## src/rtl/cfg_reg_pkg.sv

```systemverilog
// Shared types and register map for the filter configuration controller:
// the rule set driven into the filter pipeline, the counters it reports
// back, the register offsets and the commit state machine encoding.
package cfg_reg_pkg;

    // Number of rule slots physically present in cfg_reg_t.
    localparam int RULE_ARRAY_SIZE = 2;
    localparam int PORT_W          = 16;

    // Control/status register offsets (byte addresses).
    localparam logic [11:0] ADDR_CTRL         = 12'h000;
    localparam logic [11:0] ADDR_STATUS       = 12'h004;
    localparam logic [11:0] ADDR_COMMIT_COUNT = 12'h008;
    localparam logic [11:0] ADDR_RULE0_HIT    = 12'h010;
    localparam logic [11:0] ADDR_RULE1_HIT    = 12'h014;
    localparam logic [11:0] ADDR_TOTAL        = 12'h018;
    localparam logic [11:0] ADDR_DROPPED      = 12'h01C;

    // Rule windows start here, one 32-byte window per rule.
    localparam logic [11:0] RULE_BASE = 12'h100;

    // Word index inside a rule window (address bits [4:2]).
    localparam logic [2:0] RW_IPV4   = 3'd0;
    localparam logic [2:0] RW_IPV6_0 = 3'd1;
    localparam logic [2:0] RW_IPV6_1 = 3'd2;
    localparam logic [2:0] RW_IPV6_2 = 3'd3;
    localparam logic [2:0] RW_IPV6_3 = 3'd4;
    localparam logic [2:0] RW_PORT   = 3'd5;

    typedef struct packed {
        logic [31:0]       ipv4_addr;
        logic [127:0]      ipv6_addr;
        logic [PORT_W-1:0] port;
    } rule_t;

    typedef struct packed {
        rule_t [RULE_ARRAY_SIZE-1:0] rules;
    } cfg_reg_t;

    typedef struct packed {
        logic [31:0] rule0_hit;
        logic [31:0] rule1_hit;
        logic [31:0] total;
        logic [31:0] dropped;
    } status_reg_t;

    typedef enum logic [1:0] {
        ST_IDLE    = 2'd0,
        ST_PENDING = 2'd1,
        ST_APPLY   = 2'd2
    } commit_state_t;

    // Select one 32-bit word of a rule as seen through the register window.
    function automatic logic [31:0] rule_word_read(input rule_t rule, input logic [2:0] word);
        logic [31:0] data;
        case (word)
            RW_IPV4:   data = rule.ipv4_addr;
            RW_IPV6_0: data = rule.ipv6_addr[31:0];
            RW_IPV6_1: data = rule.ipv6_addr[63:32];
            RW_IPV6_2: data = rule.ipv6_addr[95:64];
            RW_IPV6_3: data = rule.ipv6_addr[127:96];
            RW_PORT:   data = {{(32-PORT_W){1'b0}}, rule.port};
            default:   data = 32'h0000_0000;
        endcase
        return data;
    endfunction

endpackage

```

## src/rtl/filter_pkt_tracker.sv

```systemverilog
// Tracks whether the filter pipeline's input stream is inside a packet and
// flags cycles that sit on a packet boundary with no beat moving, which are
// the only cycles where the active rule set may be swapped.
module filter_pkt_tracker (
    input  logic aclk,
    input  logic aresetn,
    input  logic mon_tvalid,
    input  logic mon_tready,
    input  logic mon_tlast,
    output logic boundary_idle
);

    logic handshake_s;
    logic in_pkt_r;

    assign handshake_s = mon_tvalid & mon_tready;

    // Packet-in-progress flag: a non-last beat opens a packet, the last beat closes it.
    always_ff @(posedge aclk or negedge aresetn) begin
        if (!aresetn) begin
            in_pkt_r <= 1'b0;
        end else if (handshake_s) begin
            in_pkt_r <= ~mon_tlast;
        end else begin
            in_pkt_r <= in_pkt_r;
        end
    end

    assign boundary_idle = ~in_pkt_r & ~handshake_s;

endmodule

```

## src/rtl/filter_cfg_ctrl.sv

```systemverilog
// Filter configuration controller: register-mapped shadow rule set, a commit
// state machine that swaps the shadow into the live rule set only between
// packets, a commit counter and a pause request to upstream when a commit
// has waited too long for a packet boundary.
module filter_cfg_ctrl
    import cfg_reg_pkg::*;
#(
    parameter int NUM_RULES      = RULE_ARRAY_SIZE,
    parameter int COMMIT_TIMEOUT = 4096
) (
    input  logic        aclk,
    input  logic        aresetn,
    input  logic        reg_en,
    input  logic        reg_we,
    input  logic [11:0] reg_addr,
    input  logic [31:0] reg_din,
    output logic [31:0] reg_dout,
    output logic        reg_rvalid,
    input  logic        mon_tvalid,
    input  logic        mon_tready,
    input  logic        mon_tlast,
    output cfg_reg_t    cfg_reg,
    input  status_reg_t status_reg,
    output logic        commit_pending,
    output logic        pause_req
);

    // Rules beyond the physical array have no storage and decode as unmapped.
    localparam int EFF_RULES = (NUM_RULES < RULE_ARRAY_SIZE) ? NUM_RULES : RULE_ARRAY_SIZE;
    localparam logic [2:0] EFF_RULES_L = 3'(EFF_RULES);
    localparam int WAIT_W = (COMMIT_TIMEOUT < 1) ? 1 : $clog2(COMMIT_TIMEOUT + 1);
    localparam logic [WAIT_W-1:0] WAIT_LIMIT = WAIT_W'(COMMIT_TIMEOUT);

    commit_state_t     state_r;
    commit_state_t     state_nxt_s;
    logic [WAIT_W-1:0] wait_r;
    logic [WAIT_W-1:0] wait_nxt_s;
    logic              pause_r;
    logic              pause_nxt_s;
    logic              pending_r;
    cfg_reg_t          shadow_r;
    cfg_reg_t          shadow_nxt_s;
    cfg_reg_t          cfg_r;
    logic [31:0]       commit_cnt_r;
    logic              rvalid_r;
    logic [31:0]       dout_r;
    logic [31:0]       read_data_s;
    logic [31:0]       rule_rd_s;
    logic              commit_req_s;
    logic              rule_hit_s;
    logic [1:0]        rule_idx_s;
    logic [2:0]        rule_word_s;
    logic              boundary_idle_s;

    filter_pkt_tracker u_pkt_tracker (
        .aclk          (aclk),
        .aresetn       (aresetn),
        .mon_tvalid    (mon_tvalid),
        .mon_tready    (mon_tready),
        .mon_tlast     (mon_tlast),
        .boundary_idle (boundary_idle_s)
    );

    assign commit_req_s = reg_en & reg_we & (reg_addr == ADDR_CTRL) & reg_din[0];

    // Decode the access address into a rule slot and word, if it hits one.
    always_comb begin
        rule_idx_s  = reg_addr[6:5];
        rule_word_s = reg_addr[4:2];
        if ((reg_addr[11:7] == RULE_BASE[11:7]) && (reg_addr[1:0] == 2'b00) &&
            ({1'b0, rule_idx_s} < EFF_RULES_L) && (rule_word_s <= RW_PORT)) begin
            rule_hit_s = 1'b1;
        end else begin
            rule_hit_s = 1'b0;
        end
    end

    // Next shadow contents: a register write touches only the addressed word.
    always_comb begin
        shadow_nxt_s = shadow_r;
        if (reg_en && reg_we && rule_hit_s) begin
            for (int r = 0; r < RULE_ARRAY_SIZE; r++) begin
                if (rule_idx_s == 2'(r)) begin
                    case (rule_word_s)
                        RW_IPV4:   shadow_nxt_s.rules[r].ipv4_addr         = reg_din;
                        RW_IPV6_0: shadow_nxt_s.rules[r].ipv6_addr[31:0]   = reg_din;
                        RW_IPV6_1: shadow_nxt_s.rules[r].ipv6_addr[63:32]  = reg_din;
                        RW_IPV6_2: shadow_nxt_s.rules[r].ipv6_addr[95:64]  = reg_din;
                        RW_IPV6_3: shadow_nxt_s.rules[r].ipv6_addr[127:96] = reg_din;
                        RW_PORT:   shadow_nxt_s.rules[r].port              = reg_din[PORT_W-1:0];
                        default:   shadow_nxt_s.rules[r]                   = shadow_r.rules[r];
                    endcase
                end else begin
                    shadow_nxt_s.rules[r] = shadow_r.rules[r];
                end
            end
        end else begin
            shadow_nxt_s = shadow_r;
        end
    end

    // Commit state machine: wait for a packet boundary, then apply for one cycle.
    always_comb begin
        state_nxt_s = state_r;
        case (state_r)
            ST_IDLE: begin
                if (commit_req_s) state_nxt_s = ST_PENDING;
                else              state_nxt_s = ST_IDLE;
            end
            ST_PENDING: begin
                if (boundary_idle_s) state_nxt_s = ST_APPLY;
                else                 state_nxt_s = ST_PENDING;
            end
            ST_APPLY: state_nxt_s = ST_IDLE;
            default:  state_nxt_s = ST_IDLE;
        endcase
    end

    // Wait counter restarts on entry to PENDING and saturates at the timeout.
    always_comb begin
        wait_nxt_s = wait_r;
        if ((state_r == ST_IDLE) && (state_nxt_s == ST_PENDING)) begin
            wait_nxt_s = '0;
        end else if ((state_r == ST_PENDING) && (wait_r < WAIT_LIMIT)) begin
            wait_nxt_s = wait_r + WAIT_W'(1);
        end else if (state_r == ST_PENDING) begin
            wait_nxt_s = wait_r;
        end else begin
            wait_nxt_s = '0;
        end
        pause_nxt_s = (state_nxt_s == ST_PENDING) && (wait_nxt_s >= WAIT_LIMIT);
    end

    // Commit state, wait counter and the status flags derived from them.
    always_ff @(posedge aclk or negedge aresetn) begin
        if (!aresetn) begin
            state_r   <= ST_IDLE;
            wait_r    <= '0;
            pause_r   <= 1'b0;
            pending_r <= 1'b0;
        end else begin
            state_r   <= state_nxt_s;
            wait_r    <= wait_nxt_s;
            pause_r   <= pause_nxt_s;
            pending_r <= (state_nxt_s != ST_IDLE);
        end
    end

    // Shadow rule storage, written by the register interface.
    always_ff @(posedge aclk or negedge aresetn) begin
        if (!aresetn) begin
            shadow_r <= '0;
        end else begin
            shadow_r <= shadow_nxt_s;
        end
    end

    // Live rule set and commit counter, both updated only in APPLY.
    always_ff @(posedge aclk or negedge aresetn) begin
        if (!aresetn) begin
            cfg_r        <= '0;
            commit_cnt_r <= 32'h0000_0000;
        end else if (state_r == ST_APPLY) begin
            cfg_r        <= shadow_r;
            commit_cnt_r <= commit_cnt_r + 32'h0000_0001;
        end else begin
            cfg_r        <= cfg_r;
            commit_cnt_r <= commit_cnt_r;
        end
    end

    // Read data mux: rule windows first, then the control/status registers.
    always_comb begin
        read_data_s = 32'h0000_0000;
        rule_rd_s   = 32'h0000_0000;
        for (int r = 0; r < RULE_ARRAY_SIZE; r++) begin
            if (rule_idx_s == 2'(r)) rule_rd_s = rule_word_read(shadow_r.rules[r], rule_word_s);
            else                     rule_rd_s = rule_rd_s;
        end
        if (rule_hit_s) begin
            read_data_s = rule_rd_s;
        end else begin
            case (reg_addr)
                ADDR_STATUS:       read_data_s = {30'd0, pause_r, pending_r};
                ADDR_COMMIT_COUNT: read_data_s = commit_cnt_r;
                ADDR_RULE0_HIT:    read_data_s = status_reg.rule0_hit;
                ADDR_RULE1_HIT:    read_data_s = status_reg.rule1_hit;
                ADDR_TOTAL:        read_data_s = status_reg.total;
                ADDR_DROPPED:      read_data_s = status_reg.dropped;
                default:           read_data_s = 32'h0000_0000;
            endcase
        end
    end

    // Registered read response; data is forced to zero outside a response.
    always_ff @(posedge aclk or negedge aresetn) begin
        if (!aresetn) begin
            rvalid_r <= 1'b0;
            dout_r   <= 32'h0000_0000;
        end else if (reg_en && !reg_we) begin
            rvalid_r <= 1'b1;
            dout_r   <= read_data_s;
        end else begin
            rvalid_r <= 1'b0;
            dout_r   <= 32'h0000_0000;
        end
    end

    assign cfg_reg        = cfg_r;
    assign commit_pending = pending_r;
    assign pause_req      = pause_r;
    assign reg_rvalid     = rvalid_r;
    assign reg_dout       = dout_r;

endmodule
```

## config.mk

```make
export PLATFORM = sky130hd
export DESIGN_NAME = filter_cfg_ctrl
export DESIGN_NICKNAME = d
export VERILOG_FILES = /design/src/rtl/cfg_reg_pkg.sv /design/src/rtl/filter_pkt_tracker.sv /design/src/rtl/filter_cfg_ctrl.sv
export SDC_FILE = /design/constraint.sdc
export NUM_CORES = 1
export LEC_CHECK = 0
export CORE_ASPECT_RATIO = 0.75
export CORE_MARGIN = 2
export CORE_UTILIZATION = 55
export CTS_BUF_LIST = sky130_fd_sc_hd__clkbuf_4 sky130_fd_sc_hd__clkbuf_8 sky130_fd_sc_hd__clkbuf_16
export DETAILED_ROUTE_END_ITERATION = 8
export DONT_BUFFER_PORTS = 1
export PLACE_DENSITY = 0.71
export SYNTH_ARGS = -nofsm -noshare
export SYNTH_HDL_FRONTEND = slang
export SYNTH_HIERARCHICAL = 1
export SYNTH_SLANG_ARGS = --single-unit
```

## constraint.sdc

```tcl
create_clock -name aclk -period 2.1 [get_ports aclk]
set_input_delay 0.105 -clock aclk [delete_from_list [all_inputs] [get_ports aclk]]
set_output_delay 0.105 -clock aclk [all_outputs]
set_load 0.1 [all_outputs]
```

==> impl_results.md, run 1 <==
- Layout net count: 3,775
- Synthesized Nets: 3,366
- Root Buffer: clkbuf_16
- Die W: 292.9 um
- Clk Latency, worst-skew pair: 0.62 ns
- CTS HTree Levels: 3
- Total track usage: 37.58%
- Hold buffers post-CTS: 79
- Worst slew pin tran: 3.261 ns
- Routed WL per cell: 27.38 um
- DIE AREA: 64,640 um^2
- Kind of critical path: flip-flop to flip-flop
- First-pass GRT wire length: 178,400 um
- I/O pins: 566
- Maxcap violations: 0
- Top FF cell, synth: dfrtp_1
- Vias in the first global route: 27,230
- Final setup fails: 0
- Failing checks: negative hold slack, max-slew violations
- Starting Density: 55.56%
- TNS Setup: 0 ns
- Core area: 61,980 um^2
- Clock sink count: 787
- DR iter-0 viols: 3,056
- Asr flop ratio synth: 100.0%
- Met3 WL: 12,200 um
- Mean Syn Cell Area: 10.81 um^2
- M1 wire length: 46,600 um
- Cell area after synthesis: 34,430 um^2
- Status: complete, but fails checks
- Fillers: 4,568
- Worst slew margin: -117.4%
- Num CTS Buffers: 77
- Port-buffer cells: 0
- Flop2flop setup slack: 0.04 ns
- Detailed placer's ending HPWL: 83,090 um
- Pwr/cell area: 734.9 nW/um^2
- Clk_skew: 0.02311 ns
- Slew Viols, Final: 634
- Clock Tree Buf Depth: 3
- Sequential-to-total area share from yosys stat: 57.20%
- DR vias/cell: 6.071
- Sequential Power Share: 49.4%
- Post-synth EDFFs: 0
- Yosys cell types: 76
- Crit path DAT: 2.53 ns
- CTS tree: yes
- Drt pass-1 iters: 6
- Largest net degree at the start of global routing: 788
- Reg2reg end: reg_dout[20]
- RePlAce Congestion: 0.9121
- Fin crit period: 2.059 ns
- Row count: 79
- CP Max Fanout: 3
- Syn Inst Count: 3,185
- CP Launch Type: flip-flop
- Worst hold slack: -0.8177 ns
- Hold Vio Cnt, Final: 787
- Worst-path clk slew: 0.06 ns
- Fmax: 485.7 MHz
- Seq cells post-synth: 787
- Logic pwr share: 3.4%
- Grt ovf: 0
- CP endpoint kind: flip-flop
- Metal2 WL: 57,720 um
- Die height: 220.7 um
- DRT antenna net count: 0
- Tcrit/Tclk final: 98.04%
- DR top layer: met5
- Initial antenna violation count: 16
- Area delta synth->final: 21.57%
- Routed via count: 27,140
- Max VDD drop: 0.0007148 V
- Leak: 22.38 nW
- Utilization after layout: 67.54%
- Sw Pwr: 6.598 mW
- Worst reg-to-reg path cell count: 5
- P_int: 24.16 mW
- Layout cell share with drive strength beyond 1: 28.98%
- DRC Markers: 0
- Net Sw Frac: 21.45%
- Clock power share: 47.2%
- Worst flop-to-flop path startpoint: shadow_r[276]
- Hold Crit Class: input pin to asynchronous set/reset pin
- Req. time, crit path: 2.57 ns
- Yosys warnings: 6
- Total wire length: 122,400 um
-- per-stage QoR --
stage	hold WS [ns]	total power [mW]	cells	worst slack, ns	area, um^2
5_1_grt	-0.8378	31.48	4469	-0.02723	41850
4_1_cts	-0.8183	30.80	4458	0.04229	41800
3_5_place_dp	-0.1614	16.13	4243	-0.1102	38330
3_3_place_gp	-0.1649	16.12	4243	-0.1447	38330
2_1_floorplan	-0.1906	16.04	3185	0.2630	34430
6_report	-0.8177	30.76	4471	0.04115	41860
-- cell usage in the layout, fill, tap and decap left out, drive strengths merged, types with 6 or more instances in the layout --
| cell type | instances |
|---|---|
| nor2b | 10 |
| nand4 | 11 |
| clkinv | 13 |
| xnor2 | 27 |
| dlygate4sd3 | 75 |
| nor2 | 59 |
| mux4 | 16 |
| diode | 10 |
| a22oi | 43 |
| dfrtp | 787 |
| buf | 487 |
| and3 | 13 |
| a221oi | 19 |
| a21oi | 59 |
| nand2b | 8 |
| mux2 | 401 |
| xor2 | 15 |
| clkbuf | 120 |
| nor4 | 8 |
| inv | 6 |
| a311oi | 6 |
| o22a | 9 |
| a211oi | 10 |
| o22ai | 18 |
| and2 | 6 |
| o221ai | 13 |
| nand3 | 27 |
| a31oi | 8 |
| nand2 | 1132 |
| mux2i | 95 |
| o21ai | 50 |
| a22o | 8 |
| nor3 | 20 |
-- how the worst max path moves through the flow --
stage                          startpoint  slack [ns]          endpoint
after floorplan           commit_cnt_r[0]        0.26  commit_cnt_r[28]
after global placement        reg_addr[2]       -0.14      reg_dout[24]
after detailed placement      reg_addr[2]       -0.11      reg_dout[24]
after CTS                     reg_addr[5]        0.04      reg_dout[20]
after global routing      commit_cnt_r[6]       -0.03  commit_cnt_r[31]
final                       shadow_r[276]        0.04      reg_dout[20]
-- power by group through the flow --
stage               Sequential [mW]  Combinational (mW)  Clock, mW
finish                         15.2                1.05       14.5
CTS                            15.2                1.01       14.6
detailed placement             15.5               0.662          0
global placement               15.5               0.657          0
global route                   15.2                1.05       15.3
floorplan                      15.5               0.563          0
-- layer usage --
| layer | GRT usage, % | vias to the layer above |
|---|---|---|
| met4 | 16.80 | 12 |
| met2 | 60.40 | 1467 |
| met1 | 47.80 | 13800 |
| met3 | 10.77 | 322 |
| met5 | 0 | - |
| li1 | - | 11550 |
-- cell families (layout without fill, tap and decap cells) --
| group | after synthesis | after routing | share of synthesized area, % |
|---|---|---|---|
| AOI/OAI and AO/OA | 282 | 282 | 5.640 |
| adders and majority gates | 2 | 2 | 0.07267 |
| DFF | 787 | 787 | 57.20 |
| buffers and inverters | 243 | 709 | 3.369 |
| other | 0 | 10 | 0 |
| and+or+nand+nor | 1317 | 1317 | 15.62 |
| muxes | 512 | 512 | 17.03 |
| xor gates and xnor gates | 42 | 42 | 1.068 |
-- final cells by class --
| cell class | count | area, um^2 | area share (%) |
|---|---|---|---|
| tap | 810 | 1013 | 2.421 |
| multi-input combinational | 2155 | 13640 | 32.60 |
| timing repair buffer | 564 | 4795 | 11.45 |
| inverter | 9 | 33.78 | 0.08071 |
| sequential | 787 | 19700 | 47.05 |
| clock inverter | 16 | 207.7 | 0.4962 |
| antenna | 10 | 25.02 | 0.05978 |
| clock buffer | 120 | 2445 | 5.841 |
-- critical path, stage by stage, from the launching register on --
cell	delay [ns]
dfrtp_1	0.40
mux2i_1	0.18
nor2_1	0.07
a2111oi_0	0.75
nor4_1	0.19
o211a_1	0.33
-- synth_stat cells (18+ instances only) --
master	count	share of area (%)
mux2_2	375	12
xnor2_1	27	0.69
nor3_1	18	0.26
buf_4	22	0.48
buf_1	18	0.20
a22oi_1	43	0.94
nor2_1	58	0.63
a221oi_1	19	0.48
dfrtp_1	787	57
clkbuf_1	134	1.5
o21ai_0	50	0.73
nand3_1	26	0.38
nand2_1	1127	12
o22ai_1	18	0.33
a21oi_1	58	0.84
buf_2	44	0.64
mux2i_1	95	2.8
-- what timing repair did --
action	in CTS	in global routing
resized for setup	0	4
buffers inserted	0	3
hold endpoints to repair	1176	787
endpoints found under the setup margin	0	6
Power figures use the tool's default switching activity.
==> inputs of run 2 (changes only) <==
--- a/config.mk
+++ b/config.mk
@@ -5,10 +5,10 @@
 export SDC_FILE = /design/constraint.sdc
 export NUM_CORES = 1
 export LEC_CHECK = 0
+export ABC_AREA = 1
 export CORE_ASPECT_RATIO = 0.75
 export CORE_MARGIN = 2
 export CORE_UTILIZATION = 55
-export CTS_BUF_LIST = sky130_fd_sc_hd__clkbuf_4 sky130_fd_sc_hd__clkbuf_8 sky130_fd_sc_hd__clkbuf_16
 export DETAILED_ROUTE_END_ITERATION = 8
 export DONT_BUFFER_PORTS = 1
 export PLACE_DENSITY = 0.71
==> constraint.sdc (replaced) <==
create_clock -name aclk -period 2.6 [get_ports aclk]
set_input_delay 0.13 -clock aclk [delete_from_list [all_inputs] [get_ports aclk]]
set_output_delay 0.13 -clock aclk [all_outputs]
set_load 0.1 [all_outputs]
==> run 2 against run 1 <==
Against the previous run: the run still ends with negative hold slack, max-slew violations left; wire length grew 0.22%; clock power shrank 19%; via count grew 16%; die area is essentially flat; worst setup slack gained 0.10 ns; largest cell class unchanged; highest routed layer is now met4.
==> impl_results.md, run 2 <==
- Tcrit/Tclk final: 94.57%
- Port-buffer cells: 0
- Place WS: 0.3428 ns
- Fin crit period: 2.459 ns
- Clk_skew: 0.03028 ns
- Worst path slowest cell: dlygate4sd3_1
- RePlAce Congestion: 0.9469
- Commonest cells post-synth: 1,955 x nand2_1, 787 x dfrtp_1, 333 x nand3_1
- Num CTS Buffers: 78
- Top delay family on crit path: buffers and inverters
- Clock sink count: 787
- Most frequent cells in the layout: 1,954 x nand2_1, 787 x dfrtp_1, 409 x buf_4, 333 x nand3_1, 328 x o21ai_1
- Max VDD drop: 0.0005195 V
- Total wire length: 122,700 um
- Net Sw Frac: 21.83%
- Seq cells post-synth: 787
- RSZ-0062 raised after global routing: false
- CTS tree: yes
- Top-count cell post-synth: nand2_1
- Status: complete, but fails checks
- CP endpoint kind: flip-flop
- Yosys cell types: 34
- Inst Count DP: 5,225
- Pwr/cell area: 598.2 nW/um^2
- Die height: 220.8 um
- Layout net count: 4,787
- Clk Latency, worst-skew pair: 0.65 ns
- Detailed placer's ending HPWL: 83,690 um
- DRT antenna net count: 0
- Clock Tree Buf Depth: 3
- CP Launch Type: flip-flop
- Die W: 293.0 um
- I/O pins: 566
- Vias in the first global route: 29,220
- Post-cts resize count: 0
- P_int: 19.33 mW
- Asr flop ratio synth: 100.0%
- Req. time, crit path: 3.11 ns
- Logic pwr share: 2.4%
- Slew Viols, Final: 672
- Yosys warnings: 6
- Worst slew pin tran: 3.636 ns
- Sw Pwr: 5.399 mW
- Routed via count: 31,420
- Sequential Power Share: 49.7%
- Row count: 79
- Syn Inst Count: 4,263
- CP Max Fanout: 5
- Hold Crit Class: input pin to asynchronous set/reset pin
- Failing checks: negative hold slack, max-slew violations
- Maxcap violations: 0
- CTS HTree Levels: 3
- CP cell instances: nand3_1 > nand2_1 > nor2_1 > nand2_1 > dlygate4sd3_1 > nor2_1 > nor2_1 > dlygate4sd3_1
- Commonest non-fill, non-tap cell in the layout: nand2_1
- DR iter-0 viols: 4,037
- Leak: 22.02 nW
- Layout cell share with drive strength beyond 1: 12.36%
- Root Buffer: clkbuf_16
- Area delta synth->final: 19.97%
- Initial antenna violation count: 1
- Sequential-to-total area share from yosys stat: 57.16%
- Diode count: 0
- Post-synth EDFFs: 0
- Cell area after synthesis: 34,460 um^2
- Leading area contributor after synthesis: dfrtp_1
- Crit path DAT: 2.97 ns
- Worst hold slack: -0.8104 ns
- Top FF cell, synth: dfrtp_1
- DRC Markers: 0
- Utilization after layout: 66.70%
- Final setup fails: 0
- Yosys top cell area share: 57.16%
- Synthesized Nets: 4,444
- Fmax: 406.7 MHz
- Largest cells by area after synthesis: dfrtp_1 57%, nand2_1 21%, nand3_1 4.8%
- Hold Vio Cnt, Final: 614
- Mean Syn Cell Area: 8.082 um^2
- Starting Density: 55.60%
- Grt ovf: 0
- Largest net degree at the start of global routing: 788
- Worst-path clk slew: 0.06 ns
- First-pass GRT wire length: 182,800 um
- Hold buffers post-CTS: 112
- Crit path top cell by count: nor2_1
- DIE AREA: 64,690 um^2
- Crit-path max cell delay: 0.62 ns
- Kind of critical path: flip-flop to flip-flop
- Routed WL per cell: 22.42 um
- Final non-filler cell total: 5,472
- Setup slack after layout: 0.1413 ns
- Flop2flop setup slack: 0.14 ns
- Worst slew margin: -142.4%
- TNS Setup: 0 ns
- DR vias/cell: 5.742
- CP Buf/Inv Count: 2
- Total track usage: 37.61%
- Drt pass-1 iters: 6
- Clock power share: 47.9%
- Core area: 61,980 um^2
-- run 2: cells by family (layout without fill, tap and decap cells) --
logic type | count (synthesis) | in the layout | synth area share (%)
AO/OA/AOI/OAI | 434 | 434 | 6.351
buffers and inverters | 410 | 809 | 5.157
flip-flops | 787 | 787 | 57.16
adder cells (fa/ha/maj) | 2 | 2 | 0.07262
XOR/XNOR | 21 | 21 | 0.5338
AND/OR/NAND/NOR | 2609 | 2609 | 30.73
-- run 2: metrics by stage --
| stage | power, mW | hold WS, ns | instance area (um^2) |
|---|---|---|---|
| CTS | 24.75 | -0.8140 | 41350 |
| global route | 25.32 | -0.8071 | 41340 |
| detailed placement | 12.99 | -0.1438 | 37590 |
| floorplan | 12.78 | -0.1656 | 34460 |
| global placement | 12.99 | -0.1391 | 37590 |
| finish | 24.73 | -0.8104 | 41340 |
-- run 2: cell type report --
class	instances	area, um^2
Inverter	143	544.3
Sequential cell	787	19690
Clock buffer	110	2252
Tap cell	810	1013
Timing Repair Buffer	530	4382
Clock inverter	26	381.6
Multi-Input combinational cell	3066	13070
Fill cell	5163	20640
-- run 2: metal layers --
metal  vias up  global-route usage (%)  share of wire, %
met1     15020                   53.78                41
met4         0                   13.09               3.5
met5         -                       0                 0
met2      1831                   53.86                42
met3       294                   12.56                13
li1      14270                       -                 -
-- run 2: power by group through the flow --
stage	Clock (mW)	Combinational, mW	Sequential, mW
after global routing	12.4	0.617	12.3
after global placement	0	0.488	12.5
final	11.8	0.600	12.3
after detailed placement	0	0.487	12.5
after floorplan	0	0.279	12.5
after CTS	11.9	0.575	12.3
-- run 2: final timing paths --
path,startpoint,cells past startpoint,endpoint
setup reg to reg,commit_cnt_r[7],8,reg_dout[7]
hold reg to reg,cfg_reg[83],2,cfg_reg[83]
max in group asynchronous,aresetn,0,cfg_reg[192]
min in group aclk,reg_addr[3],6,reg_dout[23]
setup / recovery,commit_cnt_r[7],8,reg_dout[7]
hold / removal,aresetn,0,cfg_reg[57]
-- run 2: worst reg2reg max path: cells and delay by family (launching register included) --
family        cells  cell delay [ns]
flops             1             0.43
buf+inv           2             1.18
simple gates      6             0.75
-- run 2: what timing repair did --
action | CTS | global route
endpoints found under the hold margin | 1011 | 787
setup endpoints to repair | 0 | 1
setup buffers | 0 | 0
